--- src/rtl/ctrl_pkg.sv ---
// Shared opcode constants, history-entry type and controller states for the
// forwarding/hazard unit.
package ctrl_pkg;

  // Widest register address the history entries can hold; narrower RSIZE
  // values are zero-extended into this field.
  localparam int RD_W_MAX = 8;

  localparam logic [3:0] OP_ADD = 4'h0;
  localparam logic [3:0] OP_SUB = 4'h1;
  localparam logic [3:0] OP_LW  = 4'h8;
  localparam logic [3:0] OP_SW  = 4'h9;

  typedef enum logic [1:0] {
    ST_RUN   = 2'd0,
    ST_STALL = 2'd1,
    ST_FLUSH = 2'd2
  } state_t;

  typedef struct packed {
    logic                valid;
    logic                is_load;
    logic [RD_W_MAX-1:0] rd;
  } hist_entry_t;

  function automatic logic op_writes(input logic [3:0] op);
    return (op <= 4'h8) || (op == 4'hA) || (op == 4'hB) || (op == 4'hD);
  endfunction

  function automatic logic op_uses_rs(input logic [3:0] op);
    return (op <= 4'h9);
  endfunction

  // Rt port reads the rt field for ALU ops
  function automatic logic op_rt_from_rt(input logic [3:0] op);
    return (op <= 4'h4);
  endfunction

  // Rt port reads the rd field (store data, compare-style ops)
  function automatic logic op_rt_from_rd(input logic [3:0] op);
    return (op == 4'h9) || (op == 4'hA) || (op == 4'hE) || (op == 4'hF);
  endfunction

endpackage

--- src/rtl/fwd_match.sv ---
// Priority match of one decode-stage source against the producer history.
// The youngest matching producer (lowest slot) wins.
module fwd_match
  import ctrl_pkg::*;
#(
  parameter int RSIZE     = 4,
  parameter int FWD_DEPTH = 2
) (
  input  logic [RSIZE-1:0]    i_src,
  input  logic                i_src_used,
  input  logic [FWD_DEPTH-1:0] i_valid,
  input  logic [RD_W_MAX-1:0] i_rd [FWD_DEPTH],
  output logic [2:0]          o_sel
);

  logic [RD_W_MAX-1:0] w_src_ext;
  assign w_src_ext = RD_W_MAX'(i_src);

  // Scan oldest to youngest so the youngest hit overwrites older ones
  always_comb begin
    o_sel = 3'd0;
    for (int k = FWD_DEPTH - 1; k >= 0; k--) begin
      if (i_src_used && (i_src != '0) && i_valid[k] && (i_rd[k] == w_src_ext)) begin
        o_sel = 3'(k + 1);
      end
    end
  end

endmodule

--- src/rtl/fwd_hazard_unit.sv ---
// Forwarding select and load-use / branch-flush hazard controller.
// Optional feature: define LOAD_USE_STALL_EN to enable the one-cycle
// load-use stall; without it stall is tied low and loads forward like ALU ops.
//
// state    | meaning
// ST_RUN   | normal issue, decode instruction may advance
// ST_STALL | bubble cycle after a load-use hit, load now sits in slot 1
// ST_FLUSH | remaining squash cycles after a taken branch
module fwd_hazard_unit
  import ctrl_pkg::*;
#(
  parameter int ISIZE        = 16,
  parameter int RSIZE        = 4,
  parameter int FWD_DEPTH    = 2,
  parameter int FLUSH_CYCLES = 2
) (
  input  logic             clk,
  input  logic             rst,
  input  logic             id_valid,
  input  logic [3:0]       id_opcode,
  input  logic [RSIZE-1:0] id_rd,
  input  logic [RSIZE-1:0] id_rs,
  input  logic [RSIZE-1:0] id_rt,
  input  logic             ex_br_taken,
  output logic [2:0]       fwd_rs_sel,
  output logic [2:0]       fwd_rt_sel,
  output logic             stall,
  output logic             flush,
  output logic [1:0]       state
);

  // Parameter sanity: opcode plus three register fields must fit an instruction
  generate
    if (ISIZE < 4 + 3 * RSIZE) begin : g_bad_isize
      $error("fwd_hazard_unit: ISIZE too small for opcode and register fields");
    end
    if (RSIZE > RD_W_MAX) begin : g_bad_rsize
      $error("fwd_hazard_unit: RSIZE exceeds history rd field");
    end
    if (FWD_DEPTH < 1 || FWD_DEPTH > 4) begin : g_bad_depth
      $error("fwd_hazard_unit: FWD_DEPTH out of range 1..4");
    end
    if (FLUSH_CYCLES < 1 || FLUSH_CYCLES > 4) begin : g_bad_flush
      $error("fwd_hazard_unit: FLUSH_CYCLES out of range 1..4");
    end
  endgenerate

  localparam logic [1:0] FLUSH_RELOAD = 2'(FLUSH_CYCLES - 1);

  hist_entry_t         r_hist [FWD_DEPTH];
  state_t              r_state;
  state_t              w_state_nxt;
  logic [1:0]          r_flush_cnt;
  logic [1:0]          w_flush_cnt_nxt;
  logic                w_flush;
  logic                w_stall;
  logic                w_rs_used;
  logic                w_rt_used;
  logic [RSIZE-1:0]    w_rt_src;
  logic                w_hist_load;
  logic [FWD_DEPTH-1:0] w_hist_valid;
  logic [RD_W_MAX-1:0] w_hist_rd [FWD_DEPTH];

  assign w_rs_used = id_valid && op_uses_rs(id_opcode);
  assign w_rt_used = id_valid && (op_rt_from_rt(id_opcode) || op_rt_from_rd(id_opcode));
  assign w_rt_src  = op_rt_from_rd(id_opcode) ? id_rd : id_rt;

  // Flatten history fields for the matchers
  always_comb begin
    for (int k = 0; k < FWD_DEPTH; k++) begin
      w_hist_valid[k] = r_hist[k].valid;
      w_hist_rd[k]    = r_hist[k].rd;
    end
  end

  fwd_match #(.RSIZE(RSIZE), .FWD_DEPTH(FWD_DEPTH)) u_match_rs (
    .i_src      (id_rs),
    .i_src_used (w_rs_used),
    .i_valid    (w_hist_valid),
    .i_rd       (w_hist_rd),
    .o_sel      (fwd_rs_sel)
  );

  fwd_match #(.RSIZE(RSIZE), .FWD_DEPTH(FWD_DEPTH)) u_match_rt (
    .i_src      (w_rt_src),
    .i_src_used (w_rt_used),
    .i_valid    (w_hist_valid),
    .i_rd       (w_hist_rd),
    .o_sel      (fwd_rt_sel)
  );

  assign w_flush = ex_br_taken || (r_state == ST_FLUSH);

`ifdef LOAD_USE_STALL_EN
  // A slot-0 hit is by construction valid, used and non-zero; flush wins
  assign w_stall = !w_flush && r_hist[0].is_load &&
                   ((fwd_rs_sel == 3'd1) || (fwd_rt_sel == 3'd1));
`else
  assign w_stall = 1'b0;
`endif

  assign w_hist_load = id_valid && op_writes(id_opcode) && !w_stall && !w_flush;

  // History shift register; slot 0 receives the issuing instruction or a bubble
  always_ff @(posedge clk) begin
    if (rst) begin
      for (int k = 0; k < FWD_DEPTH; k++) begin
        r_hist[k] <= '0;
      end
    end else begin
      for (int k = FWD_DEPTH - 1; k > 0; k--) begin
        r_hist[k] <= r_hist[k-1];
      end
      r_hist[0].valid   <= w_hist_load;
      r_hist[0].is_load <= (id_opcode == OP_LW);
      r_hist[0].rd      <= RD_W_MAX'(id_rd);
    end
  end

  // State register and flush down-counter
  always_ff @(posedge clk) begin
    if (rst) begin
      r_state     <= ST_RUN;
      r_flush_cnt <= 2'd0;
    end else begin
      r_state     <= w_state_nxt;
      r_flush_cnt <= w_flush_cnt_nxt;
    end
  end

  // Next-state: a taken branch restarts the flush window from any state
  always_comb begin
    w_state_nxt     = r_state;
    w_flush_cnt_nxt = r_flush_cnt;
    if (ex_br_taken) begin
      if (FLUSH_CYCLES > 1) begin
        w_state_nxt     = ST_FLUSH;
        w_flush_cnt_nxt = FLUSH_RELOAD;
      end else begin
        w_state_nxt     = ST_RUN;
        w_flush_cnt_nxt = 2'd0;
      end
    end else begin
      case (r_state)
        ST_FLUSH: begin
          if (r_flush_cnt <= 2'd1) begin
            w_state_nxt     = ST_RUN;
            w_flush_cnt_nxt = 2'd0;
          end else begin
            w_flush_cnt_nxt = r_flush_cnt - 2'd1;
          end
        end
        ST_STALL: w_state_nxt = ST_RUN;
        default:  w_state_nxt = w_stall ? ST_STALL : ST_RUN;
      endcase
    end
  end

  // Outputs
  always_comb begin
    stall = w_stall;
    flush = w_flush;
    state = r_state;
  end

endmodule

--- config.mk ---
export PLATFORM = sky130hd
export DESIGN_NAME = fwd_hazard_unit
export DESIGN_NICKNAME = d
export VERILOG_FILES = /design/src/rtl/ctrl_pkg.sv /design/src/rtl/fwd_match.sv /design/src/rtl/fwd_hazard_unit.sv
export SDC_FILE = /design/constraint.sdc
export NUM_CORES = 1
export LEC_CHECK = 0
export ABC_AREA = 1
export CAP_MARGIN = 25
export CORE_MARGIN = 2
export CORE_UTILIZATION = 35
export DETAILED_ROUTE_END_ITERATION = 8
export PLACE_DENSITY = 0.65
export RECOVER_POWER = 100
export SLEW_MARGIN = 20
export SYNTH_ARGS = -nofsm -noshare
export SYNTH_HDL_FRONTEND = slang
export SYNTH_SLANG_ARGS = --single-unit
--- constraint.sdc ---
create_clock -name clk -period 1.09 [get_ports clk]
set_input_delay 0.109 -clock clk [delete_from_list [all_inputs] [get_ports clk]]
set_output_delay 0.109 -clock clk [all_outputs]
set_load 0.05 [all_outputs]
==> run metrics, run 1 <==
status=finished with violations; violated checks=negative setup slack; CP required=0.98 ns; commonest non-fill, non-tap cell in the layout=nand2_1; r2r startpoint=state[1]; Hold Path Stages=5; Tmin final=1.581 ns; Synth Area in XOR/XNOR=2.706%; clock root buffer=clkbuf_4; Nets=252; sequential element share of the synthesized area=26.80%; Reg-to-Reg End=r_flush_cnt[0]; Synth Area in Simple Gates=46.91%; row count=19; non-filler cells, final=262; Mapped Cells=168; port buffer count=25; hold crit path type=primary input to flop; Synth Register Bits=13; Inserted Diodes=0; via count=1272; Post-DP HPWL=2.579 mm; commonest non-fill, non-tap cells in the layout=nand2_1 (34), buf_4 (29), inv_1 (23); IO Count=30; Clk pin slew, worst setup/hold paths=0.08 ns; post-synthesis mux area share=0%; final worst slack=-0.4907 ns; crit end category=output pin; top_reg_cell synth=dfxtp_1; crit-path max cell delay=0.35 ns; Crit-path slowest cell=dfxtp_2; Reg2Reg Depth=4; yosys warns=0; first-pass GRT wire length=5.402 mm; maximum vdd drop=0.0008353 V; total of max-cap violations=0; Yosys cell types=23; Synth Area in Compound Gates=8.119%; Synth Area per Inst=5.779 um2; clock sinks=13; Vias/cell=4.855; fraction of registers with async set/reset=0%; hold slack=0.2935 ns; DRC viols=0; fraction of layout cells with a size suffix above 1=41.13%; GRT Util Overall=21.16%; CP Cell Sequence=xnor2_2 > nand3_2 > nor4_4 > nand3_2 > nor2_4 > buf_12; clk_lat worst skew=0.27 ns; dpl cell area=1558 um2; DRT iter0 DRCs=46; die width=56.67 um; Setup WS pre-CTS=-0.9599 ns; Post-Synth Adder-Cell Area=0%; placed cell count=248; critical path class=flop to output pin; startpoint types=flop; Lkg Pwr=0.0008730 uW; Synth Cell Area=970.9 um2; DRT antenna net count=0; CTS tree=done; power density cells=757.6 nW/um2; initial antenna violation count=0; Initial Util=36.14%; clk buf depth=2; die area=3211 um2; maximum clock frequency=632.6 MHz; CP Max Fanout=2; worst clock skew=0.004918 ns; R2R setup slack=0.18 ns; synthesis-to-layout area growth=85.95%; GRT Residual Overflow=0; vias in the first global route=1237; EDFF count, synth=0; die height=56.67 um; DRT Pass-1 Iters=4; Hold Path End=r_hist[0][9]; CP Data Arrival Time=1.47 ns; Core Area=2686 um2; Detailed Route WL=3.413 mm; RSZ-0062 raised after global routing=true; pin count of the biggest net entering global routing=9; Fin. Hold Viols=0; final period utilization=145.0%; main combinational cell family by area after synthesis=simple AND/OR/NAND/NOR gates; drt wl/cell=13.03 um; final RePlAce weighted congestion=0.9160; TritonCTS Buffers=3; htree depth=1; count of final setup violators=5; cell repeated most along the worst path=nand3_2; critical hold path startpoint=id_opcode[0]; final instance area=1805 um2; Slew Limit Fails=0
layout make-up:
cell class | count | area, um2
clock buffers | 3 | 22.52
clock inverters | 1 | 5.005
fillers | 238 | 880.8
inverters | 28 | 120.1
multi-input cells | 126 | 773.2
flip-flops and latches | 13 | 275.3
well taps | 31 | 38.79
repair buffers | 60 | 570.5
flip-flops by register name (all words and copies together) (netlist names):
signal	count
r_flush_cnt	2
r_hist	10
state	1
layer usage:
layer | up-vias | track usage [%] | routed length [um]
li1 | 654 | - | -
met1 | 582 | 25.89 | 1442
met2 | 30 | 37.87 | 1834
met3 | 6 | 2.765 | 99
met4 | 0 | 6.803 | 37
met5 | - | 0 | 0
synth_stat cells (2+ instances only):
master	number	area share, %
buf_4	5	3.9
nand3_1	10	5.2
dfxtp_1	13	27
nor2_1	27	10
nand2_1	52	20
o21ai_0	3	1.5
o22ai_1	2	1.3
nand4_1	9	5.8
inv_1	27	10
a21oi_1	6	3.1
xor2_1	2	1.8
power by group:
group	internal, uW	switching (uW)
clock	136	142
sequential	495	23.5
combinational	253	319
kinds of logic (layout without fill, tap and decap cells):
group | after synthesis | count (layout)
AND/OR/NAND/NOR | 103 | 105
buffers and inverters | 34 | 92
AO/OA/AOI/OAI | 14 | 14
flip-flops | 13 | 13
XOR/XNOR | 3 | 3
other | 1 | 4
timing repair:
action                                 CTS  global route
hold buffers                             0             0
gates cloned                             2             0
buffers inserted                         5             3
resized for setup                       66            22
endpoints found under the hold margin    0             0
pin swaps                               25            27
setup endpoints to repair                6             5
critical path: cells and delay by family, from the launching register on:
kind,cells,cell delay [ns]
buffers and inverters,1,0.14
XOR/XNOR,1,0.15
AND/OR/NAND/NOR,4,0.57
flip-flops,1,0.35
stage by stage:
step / TNS, ns / total power, uW / util (%)
2_1_floorplan: -0.6583 / 781.7 / -
3_3_place_gp: -3.506 / 987.7 / 57.99
3_5_place_dp: -3.698 / 1002 / 57.99
4_1_cts: -1.791 / 1334 / 64.46
5_1_grt: -2.330 / 1461 / 67.21
6_report: -1.915 / 1368 / 67.21
worst max-delay path by stage:
| stage | from | end | slack [ns] | depth (start not counted) |
|---|---|---|---|---|
| 2_1_floorplan | r_hist[0][2] | fwd_rs_sel[1] | -0.24 | 5 |
| 3_3_place_gp | id_opcode[2] | fwd_rt_sel[1] | -0.95 | 14 |
| 3_5_place_dp | id_opcode[2] | fwd_rt_sel[1] | -0.96 | 14 |
| 4_1_cts | r_hist[1][2] | fwd_rs_sel[1] | -0.53 | 6 |
| 5_1_grt | r_hist[1][2] | fwd_rs_sel[1] | -0.62 | 6 |
| 6_report | r_hist[1][2] | fwd_rs_sel[1] | -0.49 | 6 |
(Power assumes the default switching activity.)
==> run 2, diff against run 1 <==
Settings changed: ABC_AREA 1 to 0, PLACE_DENSITY 0.65 to 0.67, SETUP_SLACK_MARGIN set to 0.02, SLEW_MARGIN 20 to unset.
==> run metrics, run 2 <==
status=finished with violations; violated checks=negative setup slack; count of final setup violators=5; R2R setup slack=0.16 ns; DRC viols=0; met2 Usage GRT=35.98%; hold crit path type=primary input to flop; commonest non-fill, non-tap cells in the layout=buf_4 (30), xor2_1 (10); Inserted Diodes=0; die width=53.81 um; WP buf/inv=2; clk buf depth=2; dpl cell area=1450 um2; Synth Area per Inst=8.349 um2; CTS tree=done; initial antenna violation count=0; commonest cells in the netlist=dfxtp_1 (13), xor2_1 (11), a21oi_1 (8), nor2_1 (8), nor2b_1 (8); critical hold path startpoint=id_rd[0]; pin count of the biggest net entering global routing=12; die area=2896 um2; port buffer count=25; Hold Path Stages=2; Reg2Reg Depth=5; hold slack=0.2175 ns; Top delay family on crit path=compound AO/OA/AOI/OAI gates; met3 Use GR=0.8333%; Reg-to-Reg End=r_flush_cnt[0]; Core Area=2410 um2; clk_lat worst skew=0.27 ns; fill cell count=217; yosys warns=0; Yosys cell types=32; CP required=0.98 ns; fraction of registers with async set/reset=0%; vias in the first global route=948; top_reg_cell synth=dfxtp_1; final RePlAce weighted congestion=0.9862; die height=53.81 um; worst clock skew=0.003553 ns; grt peak-use layer=met2; total of max-cap violations=0; utilization after layout=65.37%; DRT iter0 DRCs=8; critical path class=primary input to output pin; Initial Util=36.03%; EDFF count, synth=0; Detailed Route WL=2.591 mm; IO Count=30; Lkg Pwr=0.0006897 uW; r2r startpoint=state[1]; startpoint types=primary input; CP Cell Sequence=clkdlybuf4s15_2 > nand2b_4 > mux2i_4 > mux2i_1 > xnor2_1 > a2111o_1 > a31oi_4 > buf_12; Clk pin slew, worst setup/hold paths=0.07 ns; crit end category=output pin; htree depth=1; synthesis-to-layout area growth=81.41%; DRT antenna net count=0; power density cells=790.8 nW/um2; CP Max Fanout=6; Nets=188; final period utilization=176.7%; CP Data Arrival Time=1.82 ns; maximum vdd drop=0.0006373 V; Post-DP HPWL=2.105 mm; Synth Register Bits=13; clock sinks=13; Largest Register=r_hist; maximum clock frequency=519.1 MHz; cell with the most instances after synthesis=dfxtp_1; Synth Cell Area=868.3 um2; RSZ-0062 raised after global routing=true; row count=18; final worst slack=-0.8364 ns; Tmin final=1.926 ns; drt wl/cell=13.15 um; Hold Path End=r_hist[0][0]; Slew Limit Fails=0; Vias/cell=4.645; final instance area=1575 um2; GR Util met1=21.98%; sequential element share of the synthesized area=29.97%; Crit-path slowest cell=a2111o_1; via count=915; top cell type's share of synthesized area=29.97%; fraction of layout cells with a size suffix above 1=39.52%; GRT Residual Overflow=0; DRT Pass-1 Iters=4; clock root buffer=clkbuf_4; max FFs per register=10; TritonCTS Buffers=3; GRT Util Overall=19.17%; first-pass GRT wire length=3.953 mm; Synth area leaders=dfxtp_1 (30%), xor2_1 (11%), xnor2_1 (6.1%), nor2b_1 (5.8%), a21oi_1 (4.6%); Fin. Hold Viols=0; Yosys top cell by area=dfxtp_1; crit-path max cell delay=0.42 ns; commonest non-fill, non-tap cell in the layout=buf_4; Mapped Cells=104
-- run 2: changes by cell type after synthesis, sizes merged, moves of 9 or more --
cell and change:
nand4 -9, nor2b +9, nand3 -10, xor2 +9, inv -22, nand2 -49
nor2 -19
-- run 2: what timing repair did --
action	in CTS	in global routing
setup buffers	5	1
gates resized for setup	40	7
setup endpoints to repair	5	5
pin swaps	15	5
cloned	0	0
hold buffers	0	0
-- run 2: where the power goes --
| part | internal, uW | switching (uW) |
|---|---|---|
| registers | 496 | 18.5 |
| clock network | 141 | 142 |
| logic | 229 | 219 |
| total | 866 | 380 |
-- run 2: through the flow --
| stage | worst slack [ns] | total power, uW | cells | TNS (ns) |
|---|---|---|---|---|
| finish | -0.8364 | 1246 | 197 | -2.876 |
| global placement | -1.160 | 925.5 | 187 | -4.072 |
| detailed placement | -1.222 | 937.6 | 187 | -4.245 |
| global route | -0.9242 | 1310 | 197 | -3.223 |
| floorplan | -0.6886 | 723.7 | 107 | -1.695 |
| CTS | -0.8494 | 1245 | 196 | -2.890 |
-- run 2: logic make-up (layout without fill, tap and decap cells) --
family / count (synthesis) / after routing / synth area share (%)
flops: 13 / 13 / 29.97
simple gates: 38 / 38 / 24.78
buf+inv: 11 / 71 / 6.484
xor+xnor: 17 / 17 / 17.15
mux: 4 / 4 / 6.052
other cells: 1 / 4 / 0.4319
compound gates: 20 / 20 / 15.13
-- run 2: how the worst max path moves through the flow --
stage                       startpoint            end  depth (start not counted)
final                     id_opcode[1]  fwd_rt_sel[1]                          8
after global routing      id_opcode[1]  fwd_rt_sel[1]                          8
after CTS                 r_hist[1][1]  fwd_rt_sel[1]                          6
after detailed placement  id_opcode[2]  fwd_rt_sel[0]                          8
after global placement    id_opcode[2]  fwd_rt_sel[1]                          8
after floorplan           id_opcode[0]  fwd_rt_sel[1]                          6
-- run 2: layout make-up --
type / count / area [um2] / area share (%)
Tap cell: 30 / 37.54 / 2.383
Timing Repair Buffer: 61 / 565.5 / 35.90
Inverter: 6 / 22.52 / 1.430
Clock buffer: 4 / 26.28 / 1.668
Sequential cell: 13 / 269.0 / 17.08
Multi-Input combinational cell: 83 / 654.4 / 41.54
-- run 2: routing by layer --
metal  vias to the layer above  routed length (um)
li1                        480                   -
met1                       410                1106
met2                        23                1385
met3                         2                  84
met4                         0                  14
met5                         -                   0
==> run 3, diff against run 2 <==
Settings changed: CORE_ASPECT_RATIO set to 0.6, SLEW_MARGIN set to 10.
==> run metrics, run 3 (synthesized netlist as in run 2, its figures left out) <==
Tmin final=2.014 ns; Crit-path slowest cell=a2111o_1; clock sinks=13; total of max-cap violations=0; CP Data Arrival Time=1.90 ns; placed cell count=189; startpoint types=flop; maximum clock frequency=496.6 MHz; power density cells=842.1 nW/um2; final worst slack=-0.9237 ns; CP required=0.98 ns; CTS tree=done; clk_lat worst skew=0.24 ns; count of final setup violators=4; Post-DP HPWL=2.230 mm; DRT iter0 DRCs=40; commonest non-fill, non-tap cells in the layout=buf_4 (32), xor2_1 (9), nor2b_1 (8), nor2_1 (8), dfxtp_1 (8); status=finished with violations; TritonCTS Buffers=3; Nets=191; R2R setup slack=0.15 ns; Clk pin slew, worst setup/hold paths=0.06 ns; Core Area=2261 um2; vias in the first global route=994; Detailed Route WL=3.335 mm; DRT Pass-1 Iters=4; die height=42.58 um; IO Count=30; port buffer count=25; worst clock skew=0.005661 ns; via count=1026; die area=2908 um2; clk buf depth=2; pin count of the biggest net entering global routing=12; violated checks=negative setup slack; crit-path max cell delay=0.40 ns; RSZ-0062 raised after global routing=true; CP Cell Sequence=xor2_1 > nor4_2 > a21oi_1 > a2111o_1 > a31oi_4 > buf_12; fraction of layout cells with a size suffix above 1=47.65%; htree depth=1; CP Max Fanout=3; DRT antenna net count=0; synthesis-to-layout area growth=96.69%; GRT Util Overall=21.67%; maximum vdd drop=0.001020 V; max FFs per register=10; Vias/cell=5.130; hold crit path type=primary input to flop; die width=68.31 um; clock root buffer=clkbuf_8; drt wl/cell=16.68 um; commonest non-fill, non-tap cell in the layout=buf_4; critical path class=flop to output pin; final period utilization=184.7%; crit end category=output pin; Largest Register=r_hist; first-pass GRT wire length=4.616 mm; Inserted Diodes=0; non-filler cells, final=200; fill cell count=148; GRT Residual Overflow=0; row count=13; Slew Limit Fails=0; Initial Util=38.41%; Lkg Pwr=0.0007580 uW; DRC viols=0; initial antenna violation count=0; hold slack=0.1558 ns; final RePlAce weighted congestion=0.9366; Fin. Hold Viols=0
[run 3: cell count changes in the layout (fill, tap and decap cells not counted), moves of 2 or more]
cell / change
clkbuf_8: +4
clkbuf_4: -3
dlymetal6s2s_1: +3
buf_4: +2
clkbuf_2: +2
clkdlybuf4s15_1: +2
clkdlybuf4s15_2: -2
dlygate4sd2_1: -2
dlygate4sd3_1: -2
nand3_2: +2
nor4_1: -2
nor4_2: +2
[run 3: worst paths after layout]
path | from | to | depth (start not counted)
hold / removal | id_opcode[3] | r_hist[0][9] | 2
setup / recovery | r_hist[1][0] | fwd_rt_sel[1] | 6
setup reg to reg | state[1] | r_flush_cnt[0] | 5
hold reg to reg | r_flush_cnt[1] | r_flush_cnt[1] | 2
[run 3: power breakdown]
part           internal [uW]  switching, uW  total [uW]
Sequential               496           21.8         518
Combinational            251            253         505
Clock                    257            159         416
[run 3: repair_timing]
action / CTS / global route
setup buffers: 5 / 2
gates resized for setup: 40 / 26
hold buffers: 0 / 0
pin swaps: 13 / 9
setup endpoints to repair: 5 / 6
[run 3: cell type report]
type | instances | area (um2) | share of cell area, %
repair buffers | 64 | 603.1 | 35.31
clock buffers | 4 | 45.04 | 2.637
well taps | 30 | 37.54 | 2.198
inverters | 6 | 22.52 | 1.319
multi-input cells | 83 | 728.2 | 42.64
flip-flops and latches | 13 | 271.5 | 15.90
[run 3: metal layers]
layer | vias to the layer above | part of all wire, % | track usage (%)
met5 | - | 0 | 0
met4 | 0 | 4.1 | 10.00
met3 | 14 | 6.5 | 4.839
met2 | 46 | 51 | 36.12
met1 | 475 | 39 | 26.18
li1 | 491 | - | -
[run 3: critical path, delay by kind of cell (launching register included)]
family,cells,cell delay (ns)
AO/OA/AOI/OAI,3,0.66
XOR/XNOR,1,0.18
buffers and inverters,1,0.16
flip-flops,1,0.35
AND/OR/NAND/NOR,1,0.32
[run 3: per-stage QoR]
step                      util (%)  power, uW  area (um2)  TNS, ns  setup WS, ns
after detailed placement     64.80      950.6        1465   -4.050        -1.226
after global placement       64.80      937.3        1465   -3.862        -1.141
final                        75.54       1438        1708   -2.986       -0.9237
after CTS                    70.84       1387        1602   -2.694       -0.8058
after floorplan                  -      723.7       923.4   -1.695       -0.6886
after global routing         75.54       1510        1708   -3.382        -1.033
